File: src/rtl/phy_urx_pkg.sv
// Shared definitions for the UART receive PHY: FSM encoding and
// microsecond sample points measured from the detected start edge.
package phy_urx_pkg;

  typedef enum logic [2:0] {
    StIdle,
    StStart,
    StData,
    StParity,
    StStop,
    StBreak
  } urx_state_e;

  localparam logic [7:0] SmpStart = 8'd4;
  localparam logic [7:0] SmpD0    = 8'd13;
  localparam logic [7:0] SmpD1    = 8'd21;
  localparam logic [7:0] SmpD2    = 8'd30;
  localparam logic [7:0] SmpD3    = 8'd39;
  localparam logic [7:0] SmpD4    = 8'd47;
  localparam logic [7:0] SmpD5    = 8'd56;
  localparam logic [7:0] SmpD6    = 8'd65;
  localparam logic [7:0] SmpD7    = 8'd73;
  localparam logic [7:0] SmpPar   = 8'd82;
  localparam logic [7:0] SmpStop  = 8'd91;

  function automatic logic is_data_smp(input logic [7:0] n);
    return (n == SmpD0) || (n == SmpD1) || (n == SmpD2) || (n == SmpD3) ||
           (n == SmpD4) || (n == SmpD5) || (n == SmpD6) || (n == SmpD7);
  endfunction

endpackage

File: src/rtl/phy_urx_sync.sv
// Two-flop synchronizer for the serial line plus a falling-edge detector
// on the synchronized level.
module phy_urx_sync (
  input  logic clk_i,
  input  logic rst_i,
  input  logic rx_i,
  output logic level_o,
  output logic fall_o
);

  logic meta_q, sync_q, prev_q;

  always_ff @(posedge clk_i) begin
    if (rst_i) begin
      meta_q <= 1'b1;
      sync_q <= 1'b1;
      prev_q <= 1'b1;
    end else begin
      meta_q <= rx_i;
      sync_q <= meta_q;
      prev_q <= sync_q;
    end
  end

  assign level_o = sync_q;
  assign fall_o  = prev_q & ~sync_q;

endmodule

File: src/rtl/phy_urx.sv
// UART receiver: 8 data bits, even parity, one stop bit, timed entirely by
// a 1 us tick counted from the start edge.
module phy_urx
  import phy_urx_pkg::*;
(
  input  logic       clk_sys,
  input  logic       rst,
  input  logic       pluse_us,
  input  logic       uart_rx,
  output logic [7:0] rx_data,
  output logic       rx_vld,
  output logic       rx_err_par,
  output logic       rx_err_frm
);

  logic       line, fall;
  urx_state_e state_q, state_d;
  logic [7:0] cnt_q, cnt_d, cnt_nxt;
  logic [7:0] shift_q, shift_d;
  logic       par_q, par_d;
  logic [7:0] data_q, data_d;
  logic       vld_q, vld_d;
  logic       errp_q, errp_d;
  logic       errf_q, errf_d;

  phy_urx_sync u_sync (
    .clk_i   (clk_sys),
    .rst_i   (rst),
    .rx_i    (uart_rx),
    .level_o (line),
    .fall_o  (fall)
  );

  // Saturate at the last sample point so the counter can never wrap.
  assign cnt_nxt = (cnt_q >= SmpStop) ? SmpStop : cnt_q + 8'd1;

  always_comb begin
    state_d = state_q;
    cnt_d   = cnt_q;
    shift_d = shift_q;
    par_d   = par_q;
    data_d  = data_q;
    vld_d   = 1'b0;
    errp_d  = errp_q;
    errf_d  = errf_q;
    unique case (state_q)
      StIdle: begin
        if (fall) begin
          cnt_d   = 8'd0;
          state_d = StStart;
        end
      end
      StStart: begin
        if (pluse_us) begin
          cnt_d = cnt_nxt;
          if (cnt_nxt == SmpStart) state_d = line ? StIdle : StData;
        end
      end
      StData: begin
        if (pluse_us) begin
          cnt_d = cnt_nxt;
          if (is_data_smp(cnt_nxt)) shift_d = {line, shift_q[7:1]};
          if (cnt_nxt == SmpD7) state_d = StParity;
        end
      end
      StParity: begin
        if (pluse_us) begin
          cnt_d = cnt_nxt;
          if (cnt_nxt == SmpPar) begin
            par_d   = line;
            state_d = StStop;
          end
        end
      end
      StStop: begin
        if (pluse_us) begin
          cnt_d = cnt_nxt;
          if (cnt_nxt == SmpStop) begin
            data_d  = shift_q;
            vld_d   = 1'b1;
            errp_d  = (^shift_q) ^ par_q;
            errf_d  = ~line;
            state_d = line ? StIdle : StBreak;
          end
        end
      end
      StBreak: begin
        if (line) state_d = StIdle;
      end
      default: state_d = StIdle;
    endcase
  end

  always_ff @(posedge clk_sys) begin
    if (rst) begin
      state_q <= StIdle;
      cnt_q   <= 8'd0;
      shift_q <= 8'd0;
      par_q   <= 1'b0;
      data_q  <= 8'h00;
      vld_q   <= 1'b0;
      errp_q  <= 1'b0;
      errf_q  <= 1'b0;
    end else begin
      state_q <= state_d;
      cnt_q   <= cnt_d;
      shift_q <= shift_d;
      par_q   <= par_d;
      data_q  <= data_d;
      vld_q   <= vld_d;
      errp_q  <= errp_d;
      errf_q  <= errf_d;
    end
  end

  assign rx_data    = data_q;
  assign rx_vld     = vld_q;
  assign rx_err_par = errp_q;
  assign rx_err_frm = errf_q;

endmodule

File: config.mk
export PLATFORM = sky130hd
export DESIGN_NAME = phy_urx
export DESIGN_NICKNAME = d
export VERILOG_FILES = /design/src/rtl/phy_urx_pkg.sv /design/src/rtl/phy_urx_sync.sv /design/src/rtl/phy_urx.sv
export SDC_FILE = /design/constraint.sdc
export NUM_CORES = 1
export LEC_CHECK = 0
export BUFFER_PORTS_ARGS = -buffer_cell sky130_fd_sc_hd__buf_2
export CAP_MARGIN = 20
export CORE_ASPECT_RATIO = 1.1
export CORE_UTILIZATION = 30
export CTS_CLUSTER_DIAMETER = 200
export DETAILED_ROUTE_END_ITERATION = 10
export PLACE_DENSITY = 0.46
export SYNTH_ARGS = -nofsm -noshare
export SYNTH_HDL_FRONTEND = slang
export SYNTH_HIERARCHICAL = 1
export SYNTH_SLANG_ARGS = --single-unit
File: constraint.sdc
create_clock -name clk_sys -period 2 [get_ports clk_sys]
set_input_delay 0.2 -clock clk_sys [delete_from_list [all_inputs] [get_ports clk_sys]]
set_output_delay 0.2 -clock clk_sys [all_outputs]
set_load 0.05 [all_outputs]
==> results of run 1 <==
-- power breakdown --
| part | internal [mW] | total (mW) | switching, mW |
|---|---|---|---|
| combinational | 0.207 | 0.395 | 0.189 |
| sequential | 0.693 | 0.722 | 0.0282 |
| clock | 0.500 | 0.776 | 0.276 |
-- path summary, 6_finish.rpt --
| kind | startpoint | end | slack, ps | cells after the start |
|---|---|---|---|---|
| max reg2reg | cnt_q[0] | shift_q[0] | -150 | 8 |
| max | cnt_q[0] | shift_q[0] | -150 | 8 |
| min reg2reg | u_sync/meta_q | u_sync/level_o | 400 | 1 |
| min | uart_rx | u_sync/meta_q | 90 | 2 |
-- stage by stage --
| stage | setup WS (ps) | cells | instance area, um2 |
|---|---|---|---|
| 2_1_floorplan | -37.1 | 237 | 2110 |
| 3_3_place_gp | -178 | 365 | 2580 |
| 3_5_place_dp | -163 | 365 | 2580 |
| 4_1_cts | -169 | 373 | 2750 |
| 5_1_grt | -211 | 373 | 2790 |
| 6_report | -148 | 373 | 2790 |
-- cell families after synthesis --
group | count (synthesis)
AND/OR/NAND/NOR | 98
multiplexers | 16
AO/OA/AOI/OAI | 56
adder cells (fa/ha/maj) | 1
XOR/XNOR | 13
flip-flops | 34
buffers and inverters | 19
-- sequential cells by signal, indices dropped and copies added, names as in the netlist --
name,cells
par_q,1
u_sync/meta_q,1
rx_data,8
cnt_q,8
state_q,3
u_sync/level_o,1
rx_err_par,1
rx_err_frm,1
shift_q,8
rx_vld,1
u_sync/prev_q,1
-- metal layers --
layer	routed length, um	track usage	vias up	share of wire
met2	2660	0.275	16	0.50
met1	2530	0.205	863	0.47
met4	46	0.0438	0	0.0086
li1	-	-	954	-
met3	108	0.0247	5	0.020
met5	0	0	-	0
-- timing repair --
item                       in CTS  in global routing
setup buffers                   2                  1
setup endpoints to repair      22                 23
gates resized for setup         8                  9
gates cloned                    0                  0
pin swaps                       9                  5
-- placed cells by master (no fill, tap or decap), types with 2 or more instances in the layout --
master     netlist  layout
dfxtp_4          0       2
buf_2            5      14
and3_1           3       2
xnor2_1          8       8
dfxtp_2          0       4
nor2b_1          4       4
nand2b_1        12      12
a211oi_2         0       2
buf_12           0       2
o21ai_0          7       7
nand3_1         15      14
a22oi_1          5       4
dfxtp_1         34      28
nand4_1          2       2
a21oi_1         16      16
nor3_2           1       2
xor2_1           4       4
nand2_1         18      18
mux2i_1         15      15
nor3_1           9       7
inv_1            2       2
clkbuf_8         0       5
nor2_1          19      19
buf_4            2      46
or2_1            5       5
a21o_1           2       2
bufinv_16        0       2
-- layout make-up --
class                   instances  area [um2]
clock inverters                 3        68.8
well taps                      82         103
inverters                       2        7.51
repair buffers                 63         467
clock buffers                   5        68.8
flip-flops and latches         34         693
multi-input cells             184        1380
fillers                       673        3810
==> impl_metrics.env, run 1 <==
export IMPL_cp_end_kind="register"
export IMPL_htreeDepth=2
export IMPL_grt_pass1_vias=1729
export IMPL_fin_skew_ps=9.85
export IMPL_fp_dieH_um=88.6
export IMPL_hold_violations=0
export IMPL_power_density_nw_per_um2=679
export IMPL_async_flop_share=0
export IMPL_status="finished, violations left"
export IMPL_antenna_found_initial=0
export IMPL_insertion_delay_ps=290
export IMPL_fin_crit_sh=1.07
export IMPL_fin_ws_ps=-148
export IMPL_synth_edf_count=0
export IMPL_synthesis_area_um2=2050
export IMPL_numCtsBuffers=5
export IMPL_synth_top_family_by_area="simple AND/OR/NAND/NOR gates"
export IMPL_synth_avg_cell_area_um2=8.63
export IMPL_arrival_ps=2320
export IMPL_crit_slowest_cell="or4b_4"
export IMPL_yosysMostFrequentCell="dfxtp_1"
export IMPL_slew_viol_final=0
export IMPL_initial_core_util=0.310
export IMPL_crit_top_cell="mux2i_1"
export IMPL_antenna_cells=0
export IMPL_rsz0062_at_grt="true"
export IMPL_fp_dieW_um=80.7
export IMPL_overflow=0
export IMPL_post_synth_num_cell_types=56
export IMPL_clk_path_buf_depth=2
export IMPL_final_min_clock_period_ps=2150
export IMPL_nets=295
export IMPL_leakagePower_nw=1.22
export IMPL_via_per_inst=4.93
export IMPL_drt_total_wl_mm=5.34
export IMPL_syn2layout_area_growth_pct=36.2
export IMPL_first_pass_iters=4
export IMPL_power_total_mw=1.89
export IMPL_wire_per_inst_um=14.3
export IMPL_synth_simple_area_share=0.257
export IMPL_ys_seq_elements=34
export IMPL_drtAntennaViolNets=0
export IMPL_cp_cell_sequence="ha_4, and3_4, mux2i_1, or4b_4, a21oi_4, o311ai_4, buf_12, mux2i_1"
export IMPL_drt_initial_drc_count=49
export IMPL_finish_utilization=0.423
export IMPL_place_congestion=0.763
export IMPL_worst_path_max_fanout=6
export IMPL_synthAdderAreaFrac=0.00612
export IMPL_rows=31
export IMPL_worstSetupPathType="register to register"
export IMPL_synth_common_cells="34 x dfxtp_1, 19 x nor2_1, 18 x nand2_1"
export IMPL_hp_class="primary input to register"
export IMPL_clk_pin_slew_worst_paths_ps=80
export IMPL_io_pins=15
export IMPL_cts_root_buf="clkbuf_8"
export IMPL_ir_drop_mv=0.461
export IMPL_critPathTopFamily="simple AND/OR/NAND/NOR gates"
export IMPL_portBuffers=14
export IMPL_clock_fmax_mhz=466
export IMPL_ys_warnings_count=6
export IMPL_vias=1838
export IMPL_ctsHoldBuffers=0
export IMPL_syn_inst=237
export IMPL_synth_compound_area_frac=0.217
export IMPL_grt_pass1_wl_mm=8.76
export IMPL_crit_buf_inv=1
export IMPL_cts_tree="built"
export IMPL_synth_top_cell_by_area="dfxtp_1"
export IMPL_synth_main_ff_cell="dfxtp_1"
export IMPL_drive_gt1_frac=0.357
export IMPL_max_stage_delay_ps=490
export IMPL_synthTopCellsByArea="dfxtp_1 33%, mux2i_1 7.3%, a21oi_1 3.9%"
export IMPL_finalSetupTns_ps=-1360
export IMPL_maxCapViolCount=0
export IMPL_syn_nets=242
export IMPL_ys_seq_area_frac=0.333
export IMPL_setup_viol_count_final=12
export IMPL_worstSetupStartpointType="register"
export IMPL_hpwl_mm=3.97
export IMPL_max_slew_worst_pin_slew_ps=450
export IMPL_grt_max_degree=28
export IMPL_timing_hold_ws_ps=90.3
export IMPL_relSlewSlack=0.700
export IMPL_yosys_area_share_xor_xnor=0.0593
export IMPL_grt_use_total=0.159
export IMPL_clock_sinks=34
export IMPL_synth_top_area_share=0.333
export IMPL_drcViolationCount=0
export IMPL_synth_mux_area_frac=0.0789
export IMPL_worstPathRequired_ps=2170
export IMPL_coreArea_um2=6590
export IMPL_failed_checks="negative setup slack"
export IMPL_die_area_um2=7150
Note: power is estimated with default switching activity, not from simulation.
==> run 2: changes to the inputs <==
- ABC_AREA: unset -> 1
- CAP_MARGIN: 20 -> 30
==> impl_metrics.env, run 2 <==
export IMPL_status="finished, violations left"
export IMPL_failed_checks="negative setup slack"
export IMPL_clk_path_buf_depth=2
export IMPL_worstPathRequired_ps=2190
export IMPL_hp_start="uart_rx"
export IMPL_finish_utilization=0.418
export IMPL_yosysMostFrequentCell="nand2_1"
export IMPL_final_cell_mix="55 x nand2_1, 37 x nor2_1, 33 x inv_1"
export IMPL_htreeDepth=2
export IMPL_crit_slowest_cell="dfxtp_4"
export IMPL_synth_top_cell_by_area="dfxtp_1"
export IMPL_layout_commonest_cell="nand2_1"
export IMPL_hpwl_mm=3.44
export IMPL_ys_seq_area_frac=0.344
export IMPL_drt_initial_drc_count=56
export IMPL_drt_total_wl_mm=5.00
export IMPL_grt_use_total=0.147
export IMPL_clock_sinks=34
export IMPL_rows=30
export IMPL_ys_seq_elements=34
export IMPL_syn_inst=292
export IMPL_clkPwrFrac=0.359
export IMPL_drive_gt1_frac=0.340
export IMPL_nets=336
export IMPL_io_pins=15
export IMPL_arrival_ps=2230
export IMPL_dpl_worst_slack_ps=-41.5
export IMPL_synth_main_ff_cell="dfxtp_1"
export IMPL_coreArea_um2=6270
export IMPL_async_flop_share=0
export IMPL_swShare=0.336
export IMPL_switching_power_mw=0.732
export IMPL_syn_nets=297
export IMPL_synth_edf_count=0
export IMPL_drcViolationCount=0
export IMPL_pwr_share_seq=0.341
export IMPL_fp_dieH_um=87.2
export IMPL_pwr_share_comb=0.301
export IMPL_place_congestion=0.809
export IMPL_clock_fmax_mhz=490
export IMPL_initial_core_util=0.316
export IMPL_die_area_um2=6920
export IMPL_drtAntennaViolNets=0
export IMPL_hp_class="primary input to register"
export IMPL_via_per_inst=4.61
export IMPL_slew_viol_final=0
export IMPL_worstSetupStartpointType="register"
export IMPL_synth_common_cells="59 x nand2_1, 48 x nor2_1, 35 x inv_1"
export IMPL_max_stage_delay_ps=360
export IMPL_r2r_end="shift_q[1]"
export IMPL_fp_dieW_um=79.4
export IMPL_rsz0062_at_grt="true"
export IMPL_synth_avg_cell_area_um2=6.77
export IMPL_first_pass_iters=4
export IMPL_final_min_clock_period_ps=2040
export IMPL_critPathTopFamily="simple AND/OR/NAND/NOR gates"
export IMPL_reg2reg_from="cnt_q[1]"
export IMPL_power_density_nw_per_um2=833
export IMPL_rrSetupSlack_ps=-40
export IMPL_internal_power_mw=1.45
export IMPL_maxCapViolCount=0
export IMPL_hold_violations=0
export IMPL_synth_top_area_share=0.344
export IMPL_synthTopCellsByArea="dfxtp_1 34%, nand2_1 11%, nor2_1 9.1%"
export IMPL_fin_ws_ps=-42.8
export IMPL_post_synth_num_cell_types=33
export IMPL_fin_crit_sh=1.02
export IMPL_relSlewSlack=0.623
export IMPL_antenna_cells=0
export IMPL_clk_pin_slew_worst_paths_ps=80
export IMPL_setup_viol_count_final=1
export IMPL_numCtsBuffers=5
export IMPL_grt_pass1_vias=1775
export IMPL_leakagePower_nw=1.13
export IMPL_cp_end_kind="register"
export IMPL_holdPathStages=3
export IMPL_max_slew_worst_pin_slew_ps=564
export IMPL_cp_cell_sequence="ha_4, nor2_4, o21ai_1, nand2_2, o21ai_1, nand3_1, nand2_1, nor2_1, nand2_1, nand2_2, nand2_8, buf_4, buf_4, a21oi_2, nor2_1"
export IMPL_portBuffers=14
export IMPL_synthesis_area_um2=1980
export IMPL_vias=1901
export IMPL_reg2regPathDepth=15
export IMPL_overflow=0
export IMPL_cts_root_buf="clkbuf_8"
export IMPL_wire_per_inst_um=12.1
export IMPL_holdPathEnd="u_sync/meta_q"
export IMPL_crit_buf_inv=2
export IMPL_finalSetupTns_ps=-42.8
export IMPL_grt_pass1_wl_mm=7.89
export IMPL_grt_max_degree=21
export IMPL_worstSetupPathType="register to register"
export IMPL_syn2layout_area_growth_pct=32.3
export IMPL_cts_tree="built"
export IMPL_antenna_found_initial=0
export IMPL_worst_path_max_fanout=6
export IMPL_fin_skew_ps=7.29
export IMPL_insertion_delay_ps=290
export IMPL_ir_drop_mv=0.464
export IMPL_ys_warnings_count=6
-- run 2: final cells by class --
class,instances,area (um2)
multi-input cells,213,1270
inverters,39,159
flip-flops and latches,34,688
well taps,80,100
repair buffers,38,262
clock buffers,5,68.8
fillers,657,3650
clock inverters,3,68.8
-- run 2: tightest hold or removal path, stage by stage --
cell and delay (ps):
buf_2 70, inv_1 30, nand2_1 50
-- run 2: power by group through the flow --
| stage | Sequential [mW] | Clock [mW] | Combinational [mW] |
|---|---|---|---|
| after floorplan | 0.759 | 0 | 0.375 |
| after global placement | 0.749 | 0 | 0.571 |
| after detailed placement | 0.749 | 0 | 0.556 |
| after CTS | 0.734 | 0.803 | 0.565 |
| after global routing | 0.749 | 0.834 | 0.726 |
| final | 0.743 | 0.782 | 0.656 |
-- run 2: how the worst max path moves through the flow --
stage | from | end | slack [ps] | depth (start not counted)
3_3_place_gp | cnt_q[1] | state_q[0] | -60 | 15
5_1_grt | cnt_q[0] | shift_q[1] | -170 | 18
2_1_floorplan | cnt_q[0] | shift_q[5] | 110 | 16
4_1_cts | cnt_q[1] | state_q[0] | 4 | 16
3_5_place_dp | cnt_q[1] | shift_q[7] | -40 | 15
6_report | cnt_q[1] | shift_q[1] | -40 | 15
-- run 2: repair_timing --
action | in CTS | in global routing
setup endpoints to repair | 12 | 22
buffers inserted | 0 | 8
pin swaps | 1 | 15
hold buffers | 0 | 0
cloned | 0 | 0
resized for setup | 8 | 50
-- run 2: cell families after synthesis --
kind of cell / count (synthesis) / synth area share
simple gates: 158 / 0.364
flops: 34 / 0.344
xor+xnor: 10 / 0.0443
buf+inv: 45 / 0.109
fa+ha+maj: 1 / 0.00632
compound gates: 44 / 0.132
-- run 2: metal layers --
| layer | track usage | vias up | wire length (um) |
|---|---|---|---|
| met5 | 0 | - | 0 |
| met4 | 0.0727 | 0 | 79 |
| met3 | 0.0304 | 6 | 111 |
| met2 | 0.236 | 21 | 2380 |
| met1 | 0.186 | 874 | 2430 |
| li1 | - | 1000 | - |
-- run 2: stage by stage --
| stage | total power [mW] | hold WS, ps | area [um2] | cells |
|---|---|---|---|---|
| global placement | 1.32 | 382 | 2210 | 396 |
| CTS | 2.10 | 86.1 | 2370 | 404 |
| finish | 2.18 | 92.0 | 2620 | 412 |
| detailed placement | 1.31 | 391 | 2210 | 396 |
| global route | 2.31 | 86.2 | 2620 | 412 |
| floorplan | 1.13 | 273 | 1980 | 292 |
